`src/rtl/systolic_pe.sv`:
```
// Weight-stationary MAC cell: holds one weight, forwards activations right, sums down the column.
// Latency: 1 cycle a_in/psum_in -> a_out/psum_out; weight_out follows the weight register directly.
// Backpressure: none; the datapath advances every clock and the neighbours must keep pace.
module systolic_pe #(
    parameter int DATA_W = 8,
    parameter int ACC_W  = 32
) (
    input  logic              clk,
    input  logic              rst,
    input  logic              clear,
    input  logic              weight_load,
    input  logic [DATA_W-1:0] a_in,
    input  logic [DATA_W-1:0] weight_in,
    input  logic [ACC_W-1:0]  psum_in,
    output logic [DATA_W-1:0] a_out,
    output logic [DATA_W-1:0] weight_out,
    output logic [ACC_W-1:0]  psum_out
);

    localparam int PROD_W = 2 * DATA_W;

    logic [DATA_W-1:0] weight_reg;
    logic [PROD_W-1:0] prod;
    logic [ACC_W-1:0]  prod_ext;
    logic [ACC_W-1:0]  psum_nxt;

    // Operands are widened first so the product keeps all 2*DATA_W bits.
    assign prod = {{DATA_W{1'b0}}, a_in} * {{DATA_W{1'b0}}, weight_reg};

    generate
        if (ACC_W > PROD_W) begin : g_prod_pad
            assign prod_ext = {{(ACC_W - PROD_W){1'b0}}, prod};
        end else if (ACC_W == PROD_W) begin : g_prod_same
            assign prod_ext = prod;
        end else begin : g_prod_trunc
            assign prod_ext = prod[ACC_W-1:0];
        end
    endgenerate

    assign psum_nxt   = psum_in + prod_ext;
    assign weight_out = weight_reg;

    // clear leaves the stationary weight alone so a tile can be flushed without reloading.
    always_ff @(posedge clk or posedge rst) begin
        if (rst) begin
            weight_reg <= '0;
        end else if (weight_load) begin
            weight_reg <= weight_in;
        end
    end

    always_ff @(posedge clk or posedge rst) begin
        if (rst) begin
            a_out    <= '0;
            psum_out <= '0;
        end else if (clear) begin
            a_out    <= '0;
            psum_out <= '0;
        end else begin
            a_out    <= a_in;
            psum_out <= psum_nxt;
        end
    end

endmodule

```
`config.mk`:
```
export PLATFORM = sky130hd
export DESIGN_NAME = systolic_pe
export DESIGN_NICKNAME = d
export VERILOG_FILES = /design/src/rtl/systolic_pe.sv
export SDC_FILE = /design/constraint.sdc
export NUM_CORES = 1
export LEC_CHECK = 0
export BUFFER_PORTS_ARGS = -buffer_cell sky130_fd_sc_hd__buf_2
export CAP_MARGIN = 20
export CORE_ASPECT_RATIO = 1.1
export CORE_UTILIZATION = 60
export CTS_CLUSTER_SIZE = 10
export DETAILED_ROUTE_END_ITERATION = 8
export PLACE_DENSITY = 0.88
export SYNTH_ARGS = -nofsm -noshare
export SYNTH_HDL_FRONTEND = slang
export SYNTH_SLANG_ARGS = --single-unit
```
`constraint.sdc`:
```
create_clock -name clk -period 9 [get_ports clk]
set_clock_uncertainty 0.2 [all_clocks]
set_input_delay 0.45 -clock clk [delete_from_list [all_inputs] [get_ports clk]]
set_output_delay 0.45 -clock clk [all_outputs]
set_load 0.01 [all_outputs]
```
==> results of run 1 <==
[final cells by class]
cell class                 count  area [µm²]
sequential                    48        1200
clock inverter                 2        60.1
clock buffer                   5        68.8
fill                         551        2120
timing repair buffer         101         526
multi-input combinational    333        2970
inverter                     101         379
tap                           87         109
[repair_timing]
action | in CTS | in global routing
setup buffers | 0 | 0
hold buffers | 0 | 1
hold endpoints to repair | 0 | 17
[cell families (layout without fill, tap and decap cells)]
group	count (synthesis)	in the layout	share of synthesized area (%)
mux	9	9	2.21
xor+xnor	16	16	3.05
compound gates	59	59	8.96
flops	48	48	26.2
buf+inv	112	209	9.16
simple gates	158	158	17.5
fa+ha+maj	91	91	33.0
[metal layers]
layer | vias up | part of all wire [%]
met2 | 151 | 51
met4 | 0 | 2.0
met3 | 18 | 6.0
met5 | - | 0
met1 | 1753 | 41
li1 | 1746 | -
[metrics by stage]
stage	power [µW]	setup slack [ps]	hold WS (ps)	utilization, %	instances
after floorplan	1050	3890	388	-	493
after global placement	1230	3650	482	69.4	668
after detailed placement	1270	3490	487	69.4	668
after CTS	1470	3590	160	71.1	675
after global routing	1620	3240	161	71.5	677
final	1470	3570	164	71.5	677
[registers in the layout, indices dropped and copies added (netlist names)]
name and cells:
psum_out 32, a_out 8, weight_out 8
[worst max-delay path by stage]
stage	startpoint	cells after the start	slack (ps)	end
6_report	weight_out[7]$_DFFE_PP0P_	15	3570	psum_out[29]$_DFF_PP0_
4_1_cts	weight_out[7]$_DFFE_PP0P_	15	3590	psum_out[29]$_DFF_PP0_
3_3_place_gp	a_in[0]	16	3650	psum_out[29]$_DFF_PP0_
2_1_floorplan	a_in[5]	16	3890	psum_out[29]$_DFF_PP0_
5_1_grt	weight_out[7]$_DFFE_PP0P_	15	3240	psum_out[29]$_DFF_PP0_
3_5_place_dp	a_in[0]	16	3490	psum_out[29]$_DFF_PP0_
[where the power goes]
group	switching [µW]	internal, µW
logic	598	411
registers	17.2	257
clock network	75.3	109
[synth_stat cells (4+ instances only)]
| cell | n |
|---|---|
| and3_1 | 4 |
| inv_1 | 101 |
| nand2_1 | 43 |
| and2_1 | 35 |
| nor2b_1 | 14 |
| nand3_1 | 11 |
| ha_1 | 41 |
| xnor2_1 | 10 |
| dfrtp_1 | 48 |
| o21ai_0 | 12 |
| nor2_1 | 28 |
| a21oi_1 | 20 |
| o31ai_1 | 4 |
| mux2_2 | 9 |
| nor3_1 | 4 |
| clkbuf_1 | 10 |
| fa_1 | 50 |
| xor2_1 | 6 |
[layout by cell type (no fill, tap or decap), types with 2 or more instances in the layout]
master,synthesis,layout
inv_1,101,100
buf_2,0,99
fa_1,50,50
dfrtp_1,48,48
nand2_1,43,43
ha_1,41,41
and2_1,35,35
nor2_1,28,28
a21oi_1,20,20
nor2b_1,14,14
o21ai_0,12,12
nand3_1,11,11
xnor2_1,10,10
mux2_2,9,9
xor2_1,6,6
clkbuf_8,0,5
and3_1,4,4
nor3_1,4,4
o31ai_1,4,4
nand4_1,3,3
o21a_1,3,3
or4_1,3,3
nor4_1,3,3
nor3b_1,3,3
a21o_1,2,2
or2_2,2,2
or3_1,2,2
bufinv_16,0,2
[worst max-delay path, cell delays in order (launching register included)]
cell and delay, ps:
dfrtp_1 540, nand2_1 130, fa_1 520, fa_1 550, inv_1 60, fa_1 530
inv_1 50, fa_1 530, inv_1 40, ha_1 340, a21oi_1 440, o211ai_1 230
a2111oi_2 590, nor3_1 160, and3_1 220, o21ba_2 190
==> run_results.csv, run 1 <==
group,metric,value,unit
sta,slew_headroom,49.0,%
floorplan,die_height,93.8,µm
sta,min_period,5430,ps
global_routing,track_usage,25.5,%
cts,htreeDepth,2,
finish,synthToLayoutAreaGrowth,15.7,%
cts,ctsResizeCount,0,
synth,synthTopCellsByArea,"dfrtp_1 (26%), fa_1 (22%), ha_1 (11%)",
synth,synth_area,4590,µm²
worst_setup_path,r2r_end,"psum_out[29]$_DFF_PP0_",
detailed_routing,route.detailed.drc,0,
detailed_routing,vias,3668,
worst_hold_path,hold_depth,2,
sta,rsz0062_at_grt,"no",
synth,synth_ff_type,"dfrtp_1",
global_routing,busiest_layer,"met2",
finish,finalInstanceArea,5310,µm²
sta,setup_viol,0,
finish,drive_gt1_share,21.5,%
detailed_routing,via_per_inst,5.42,
detailed_routing,routed_wl,9740,µm
cts,clock_sinks,48,
synth,yosysSeqAreaShare,26.2,%
synth,syn_area_per_cell,9.31,µm²
cts,cts.root.buffer_cell,"clkbuf_8",
power,power_density,276,nW/µm²
floorplan,die_area,8010,µm²
cts,insertion_delay,310,ps
worst_hold_path,hold_class,"in -> reg",
finish,fin_nets,733,
synth,ys_types,48,
worst_hold_path,worstHoldStart,"weight_in[3]",
sta,worst-slew-pin-transition,765,ps
worst_setup_path,required,9000,ps
synth,syn-num-nets,636,
worst_setup_path,r2r-start,"weight_out[7]$_DFFE_PP0P_",
detailed_routing,drt-pass1-iter-count,7,
placement,dp_hpwl,7650,µm
sta,final-hold-violation-count,0,
worst_setup_path,crit_fanout,10,
worst_setup_path,reg2regPathDepth,15,
placement,placed_cell_area,5150,µm²
worst_setup_path,worstPathArrival,5430,ps
worst_setup_path,r2r_slack,3570,ps
worst_hold_path,whs_endpoint,"weight_out[3]$_DFFE_PP0P_",
global_routing,grt_overflow_total,0,
sta,finalSetupTns,0,ps
global_routing,grt_util_met3,4.04,%
synth,synth_top_area_share,26.2,%
global_routing,grt_pass1_wl,16000,µm
floorplan,start_util,61.8,%
placement,place.gp.congestion,0.866,
global_routing,grt_max_degree,49,
placement,port_buffers,99,
global_routing,grt_use_met1,32.2,%
detailed_routing,drt_iter0_markers,205,
worst_setup_path,critPathKind,"reg -> reg",
flow_run,drv_cap,0,
cts,cts_tree,"yes",
sta,finalMaxSlewViolations,0,
sta,clock.fmax,0.184,GHz
run_status,status,"finished, final reports clean",
cts,clk_path_buf_depth,2,
floorplan,rows,33,
floorplan,ios,100,
global_routing,antenna_found_initial,0,
detailed_routing,ant_nets,0,
floorplan,core-area,7430,µm²
worst_setup_path,crit_path_end_kind,"register",
global_routing,grt_pass1_vias,3599,
synth,async_reset_ff_share,100,%
global_routing,grtUsageMet2,44.6,%
synth,synth_seq_cells,48,
detailed_routing,wl_per_cell,14.4,µm
power,p_leak,0.00285,µW
cts,cts_buffers,5,
sta,finalCritPeriodShare,60.3,%
synth,synthCells,493,
finish,antenna_cells,0,
synth,synth_top_area_cell,"dfrtp_1",
synth,synth-edff-count,0,
synth,yosys_warnings,0,
cts,clk_pin_slew,100,ps
worst_setup_path,startpoint_type,"register",
floorplan,die_x,85.4,µm
power,ir_drop,0.000145,V
Note: power is estimated with default switching activity, not from simulation.
==> inputs of run 2 (changes only) <==
Settings changed: CORE_UTILIZATION 60 to 51, PLACE_DENSITY 0.88 to 0.8.
Clock period 9 ns to 4.65 ns, I/O delays scaled along.
==> run_results.csv, run 2 (synthesis results as in run 1) <==
group,metric,value,unit
global_routing,grt_max_degree,49,
floorplan,die_x,92.5,µm
floorplan,die_height,102,µm
finish,final_cells,777,
finish,largest_register,"psum_out",
placement,dp_hpwl,8730,µm
global_routing,antenna_found_initial,0,
global_routing,grt_pass1_wl,18400,µm
worst_setup_path,path_cells,"buf_4, and2_4, fa_1, fa_2, inv_2, fa_2, fa_1, inv_2, ha_4, nand4_1, o21ai_2, a2111oi_4, or2_4, or4_1, a21oi_1",
cts,clk_pin_slew,90,ps
sta,rsz0062_at_grt,"yes",
worst_setup_path,startpoint_type,"register",
placement,placed_cells,736,
global_routing,track_usage,25.1,%
power,power_density,628,nW/µm²
worst_hold_path,hold_class,"in -> reg",
placement,place.gp.congestion,0.864,
sta,final-hold-violation-count,0,
placement,port_buffers,99,
worst_setup_path,cp-startpoint,"weight_out[5]$_DFFE_PP0P_",
sta,hold_slack,10.7,ps
detailed_routing,via_per_inst,5.21,
sta,clock.fmax,0.206,GHz
power,power,3940,µW
floorplan,ios,100,
worst_setup_path,crit_slowest_cell,"fa_2",
cts,cts_buffers,5,
floorplan,start_util,53.8,%
worst_setup_path,worstPathArrival,4860,ps
sta,finalMaxSlewViolations,0,
worst_setup_path,crit_fanout,6,
finish,final_common_cell,"buf_2",
global_routing,grt_pass1_vias,4210,
finish,synthToLayoutAreaGrowth,36.5,%
finish,fin_util,73.4,%
cts,htreeDepth,2,
sta,finalCritPeriodShare,104,%
cts,cts_tree,"yes",
worst_setup_path,crit_path_end_kind,"register",
finish,multi_input_area,3280,µm²
finish,layout_common_cells,"buf_2 (100), inv_1 (91), buf_4 (62)",
sta,slew_headroom,48.0,%
finish,regArea,1210,µm²
detailed_routing,route.detailed.drc,0,
floorplan,core-area,8540,µm²
detailed_routing,drt_iter0_markers,138,
sta,setup_viol,10,
global_routing,grt_overflow_total,0,
finish,drive_gt1_share,38.4,%
floorplan,die_area,9390,µm²
finish,fin_nets,809,
detailed_routing,drt-pass1-iter-count,4,
finish,antenna_cells,0,
detailed_routing,wl_per_cell,15.2,µm
sta,finalSetupTns,-1560,ps
cts,clock_sinks,48,
detailed_routing,ant_nets,0,
finish,largest_reg_flops,32,
cts,insertion_delay,300,ps
flow_run,drv_cap,0,
detailed_routing,routed_wl,11800,µm
worst_setup_path,r2r-start,"weight_out[5]$_DFFE_PP0P_",
power,ir_drop,0.000378,V
finish,nFillCells,601,
detailed_routing,vias,4047,
worst_setup_path,critPathKind,"reg -> reg",
sta,setup_ws,-196,ps
sta,worst-slew-pin-transition,780,ps
worst_setup_path,critPathMaxStageDelay,580,ps
run_status,status,"finished with violations",
cts,cts.root.buffer_cell,"clkbuf_8",
sta,min_period,4850,ps
run_status,failed_checks,"setup timing",
power,p_leak,0.00324,µW
floorplan,rows,35,
worst_setup_path,required,4670,ps
worst_hold_path,worstHoldStart,"psum_in[27]",
cts,clk_path_buf_depth,2,
## run 2: changes by cell type in the layout (fill, tap and decap cells not counted), sizes merged
cell,change
dlygate4sd3,+10
buf,+66
## run 2: worst paths after layout
kind	end	slack [ps]	depth (start not counted)
max reg2reg	psum_out[31]$_DFF_PP0_	-200	15
min reg2reg	weight_out[1]$_DFFE_PP0P_	540	2
max	psum_out[31]$_DFF_PP0_	-200	15
min	psum_out[27]$_DFF_PP0_	10	3
min in group asynchronous	weight_out[7]$_DFFE_PP0P_	230	3
max in group asynchronous	psum_out[15]$_DFF_PP0_	3530	4
## run 2: metal layers
layer	GRT usage, %	vias up	wire length (µm)
met4	9.74	0	184
met3	2.85	21	519
met1	28.5	1983	4580
li1	-	1899	-
met2	48.2	144	6490
met5	0	-	0
## run 2: final cells by class
class                      instances  area share, %
clock buffer                       5           1.10
sequential                        48           19.3
timing repair buffer             177           18.0
inverter                         101           6.05
tap                              111           2.22
multi-input combinational        333           52.3
clock inverter                     2          0.958
## run 2: worst max-delay path, delay by kind of cell (launching register included)
family | cells | cell delay, ps
adder cells (fa/ha/maj) | 5 | 2290
buffers and inverters | 3 | 240
AO/OA/AOI/OAI | 3 | 510
AND/OR/NAND/NOR | 4 | 1040
flip-flops | 1 | 460
## run 2: power breakdown
part / internal, µW / leakage (µW) / switching, µW
logic: 1490 / 0.00257 / 1560
registers: 500 / 0.000601 / 32.8
clock network: 212 / 0.0000642 / 147
## run 2: through the flow
stage	worst slack, ps	area (µm²)
after floorplan	-57.4	4720
after global placement	-206	5620
after detailed placement	-222	5620
after CTS	-102	5980
after global routing	-339	6270
final	-196	6270
## run 2: what timing repair did
action | CTS | global route
pin swaps | 13 | 35
gates resized for setup | 16 | 43
cloned | 0 | 0
setup buffers | 7 | 16
endpoints found under the hold margin | 31 | 0
hold buffers | 11 | 0
endpoints found under the setup margin | 14 | 17
==> inputs of run 3 (changes only) <==
Settings changed: ABC_AREA set to 1, CORE_UTILIZATION 51 to 25, PLACE_DENSITY 0.8 to 0.45.
==> run_results.csv, run 3 <==
group,metric,value,unit
synth,synth_top_area_share,22.8,%
detailed_routing,routed_wl,14100,µm
placement,place.gp.congestion,0.800,
global_routing,grtUsageMet2,26.3,%
worst_setup_path,critPathKind,"reg -> reg",
finish,synthToLayoutAreaGrowth,20.9,%
worst_setup_path,startpoint_type,"register",
sta,finalCritPeriodShare,94.1,%
synth,synthXorXnorAreaFrac,0.499,%
cts,cts.root.buffer_cell,"clkbuf_16",
detailed_routing,vias,4568,
finish,final_common_cell,"inv_1",
sta,finalSetupTns,0,ps
worst_hold_path,hold_depth,4,
synth,syn_area_per_cell,7.01,µm²
synth,synth-simple-area-share,25.8,%
worst_hold_path,whs_endpoint,"psum_out[24]$_DFF_PP0_",
finish,layout_common_cells,"inv_1 (219), nand2_1 (211), buf_2 (99)",
global_routing,grt_use_met1,17.2,%
finish,antenna_cells,0,
placement,dp_hpwl,11700,µm
finish,largest_reg_flops,32,
sta,slew_headroom,51.4,%
global_routing,grt_pass1_wl,23800,µm
worst_hold_path,hold_class,"in -> reg",
synth,synth_commonest_cells,"inv_1 (221), nand2_1 (212), nor2_1 (57), fa_1 (50), dfrtp_1 (48)",
synth,syn-num-nets,895,
cts,clk_pin_slew,80,ps
cts,insertion_delay,310,ps
finish,largest_register,"psum_out",
synth,synth_seq_cells,48,
cts,cts_tree,"yes",
worst_setup_path,crit_path_end_kind,"register",
worst_setup_path,required,4640,ps
flow_run,drv_cap,0,
placement,placed_cell_area,6040,µm²
cts,htreeDepth,2,
worst_setup_path,reg2regPathDepth,21,
sta,min_period,4370,ps
sta,worst-slew-pin-transition,728,ps
cts,clk_path_buf_depth,2,
finish,finalInstanceArea,6370,µm²
global_routing,track_usage,14.3,%
synth,synth_area,5270,µm²
detailed_routing,via_per_inst,4.11,
run_status,status,"finished, final reports clean",
global_routing,grt_pass1_vias,4845,
synth,async_reset_ff_share,100,%
power,p_leak,0.00396,µW
floorplan,ios,100,
floorplan,die_x,140,µm
synth,yosysSeqAreaShare,22.8,%
worst_setup_path,r2r_end,"psum_out[26]$_DFF_PP0_",
cts,cts_buffers,5,
synth,synthTopCellsByArea,"dfrtp_1 (23%), fa_1 (19%), inv_1 (16%)",
synth,synth_top_area_cell,"dfrtp_1",
floorplan,die_height,154,µm
finish,fin_util,30.8,%
worst_setup_path,crit_fanout,7,
detailed_routing,drt_iter0_markers,149,
finish,fin_nets,998,
sta,setup_ws,275,ps
detailed_routing,ant_nets,0,
sta,setup_viol,0,
sta,final-hold-violation-count,0,
worst_hold_path,worstHoldStart,"psum_in[24]",
synth,synth_compound_area_share,3.04,%
power,ir_drop,0.000235,V
synth,synth-edff-count,0,
global_routing,antenna_found_initial,0,
global_routing,grt_overflow_total,0,
floorplan,die_area,21700,µm²
global_routing,grt_max_degree,49,
finish,drive_gt1_share,18.4,%
floorplan,start_util,25.5,%
sta,clock.fmax,0.229,GHz
synth,synthMuxAreaShare,1.71,%
global_routing,grt_util_met3,2.14,%
worst_setup_path,r2r-start,"weight_out[3]$_DFFE_PP0P_",
synth,synth_fa_ha_area_share,28.7,%
detailed_routing,wl_per_cell,12.7,µm
global_routing,busiest_layer,"met2",
synth,synthCells,752,
finish,nFillCells,2290,
worst_setup_path,worstPathArrival,4370,ps
sta,finalMaxSlewViolations,0,
power,power_density,501,nW/µm²
worst_setup_path,r2r_slack,280,ps
synth,synth_top_family_by_area,"adder cells",
synth,yosys_warnings,0,
floorplan,core-area,20600,µm²
synth,post-synth-top-count-cell,"inv_1",
detailed_routing,drt-pass1-iter-count,4,
synth,ys_types,25,
placement,port_buffers,99,
synth,synth_ff_type,"dfrtp_1",
power,power,3190,µW
floorplan,rows,55,
placement,preCtsSetupSlack,132,ps
cts,clock_sinks,48,
detailed_routing,route.detailed.drc,0,
[run 3: report_power, final]
group          total [µW]  internal (µW)  switching, µW
registers             537            498           38.1
clock network         388            213            175
logic                2270            812           1450
[run 3: layout make-up]
type / instances / area [µm²] / area share, %
clock inverter: 1 / 8.76 / 0.138
sequential: 48 / 1210 / 19.0
timing repair buffer: 117 / 653 / 10.3
inverter: 222 / 833 / 13.1
tap: 256 / 320 / 5.03
clock buffer: 6 / 139 / 2.18
multi-input combinational: 461 / 3200 / 50.3
[run 3: per-layer routing]
| layer | vias up | share of wire (%) |
|---|---|---|
| met5 | - | 0 |
| met4 | 0 | 1.4 |
| met3 | 11 | 2.6 |
| met2 | 67 | 51 |
| met1 | 2126 | 45 |
| li1 | 2364 | - |
[run 3: how the worst max path moves through the flow]
stage	startpoint	endpoint	cells past startpoint
floorplan	weight_out[7]$_DFFE_PP0P_	psum_out[26]$_DFF_PP0_	21
global placement	weight_out[4]$_DFFE_PP0P_	psum_out[26]$_DFF_PP0_	20
detailed placement	weight_out[4]$_DFFE_PP0P_	psum_out[26]$_DFF_PP0_	20
CTS	weight_out[4]$_DFFE_PP0P_	psum_out[26]$_DFF_PP0_	20
global route	weight_out[3]$_DFFE_PP0P_	psum_out[26]$_DFF_PP0_	21
finish	weight_out[3]$_DFFE_PP0P_	psum_out[26]$_DFF_PP0_	21
[run 3: cell families after synthesis]
logic type / Yosys count
fa+ha+maj: 91
buf+inv: 243
flops: 48
mux: 8
compound gates: 31
xor+xnor: 3
simple gates: 328
[run 3: repair_timing]
item,4_1_cts,5_1_grt
hold endpoints to repair,56,0
setup endpoints to repair,0,21
gates resized for setup,0,18
setup buffers,0,4
hold buffers,9,0
[run 3: critical path: stages, from the launching register on]
cell     delay, ps
dfrtp_2        460
buf_4          170
nand2_1         50
inv_1           50
fa_1           410
fa_1           550
inv_1           50
fa_1           470
fa_1           550
inv_1           40
ha_1           360
nand2_1         90
inv_1          100
nand2_1        100
inv_1           60
nand2_1         60
nand2_2        110
nand2_1         80
nand3_2        100
nand2_1         60
nor2_1          80
nor2_1          60
[run 3: metrics by stage]
| step | instances | hold WS, ps |
|---|---|---|
| 2_1_floorplan | 752 | 177 |
| 3_3_place_gp | 1091 | 264 |
| 3_5_place_dp | 1091 | 266 |
| 4_1_cts | 1107 | 24.9 |
| 5_1_grt | 1111 | 40.4 |
| 6_report | 1111 | 28.3 |
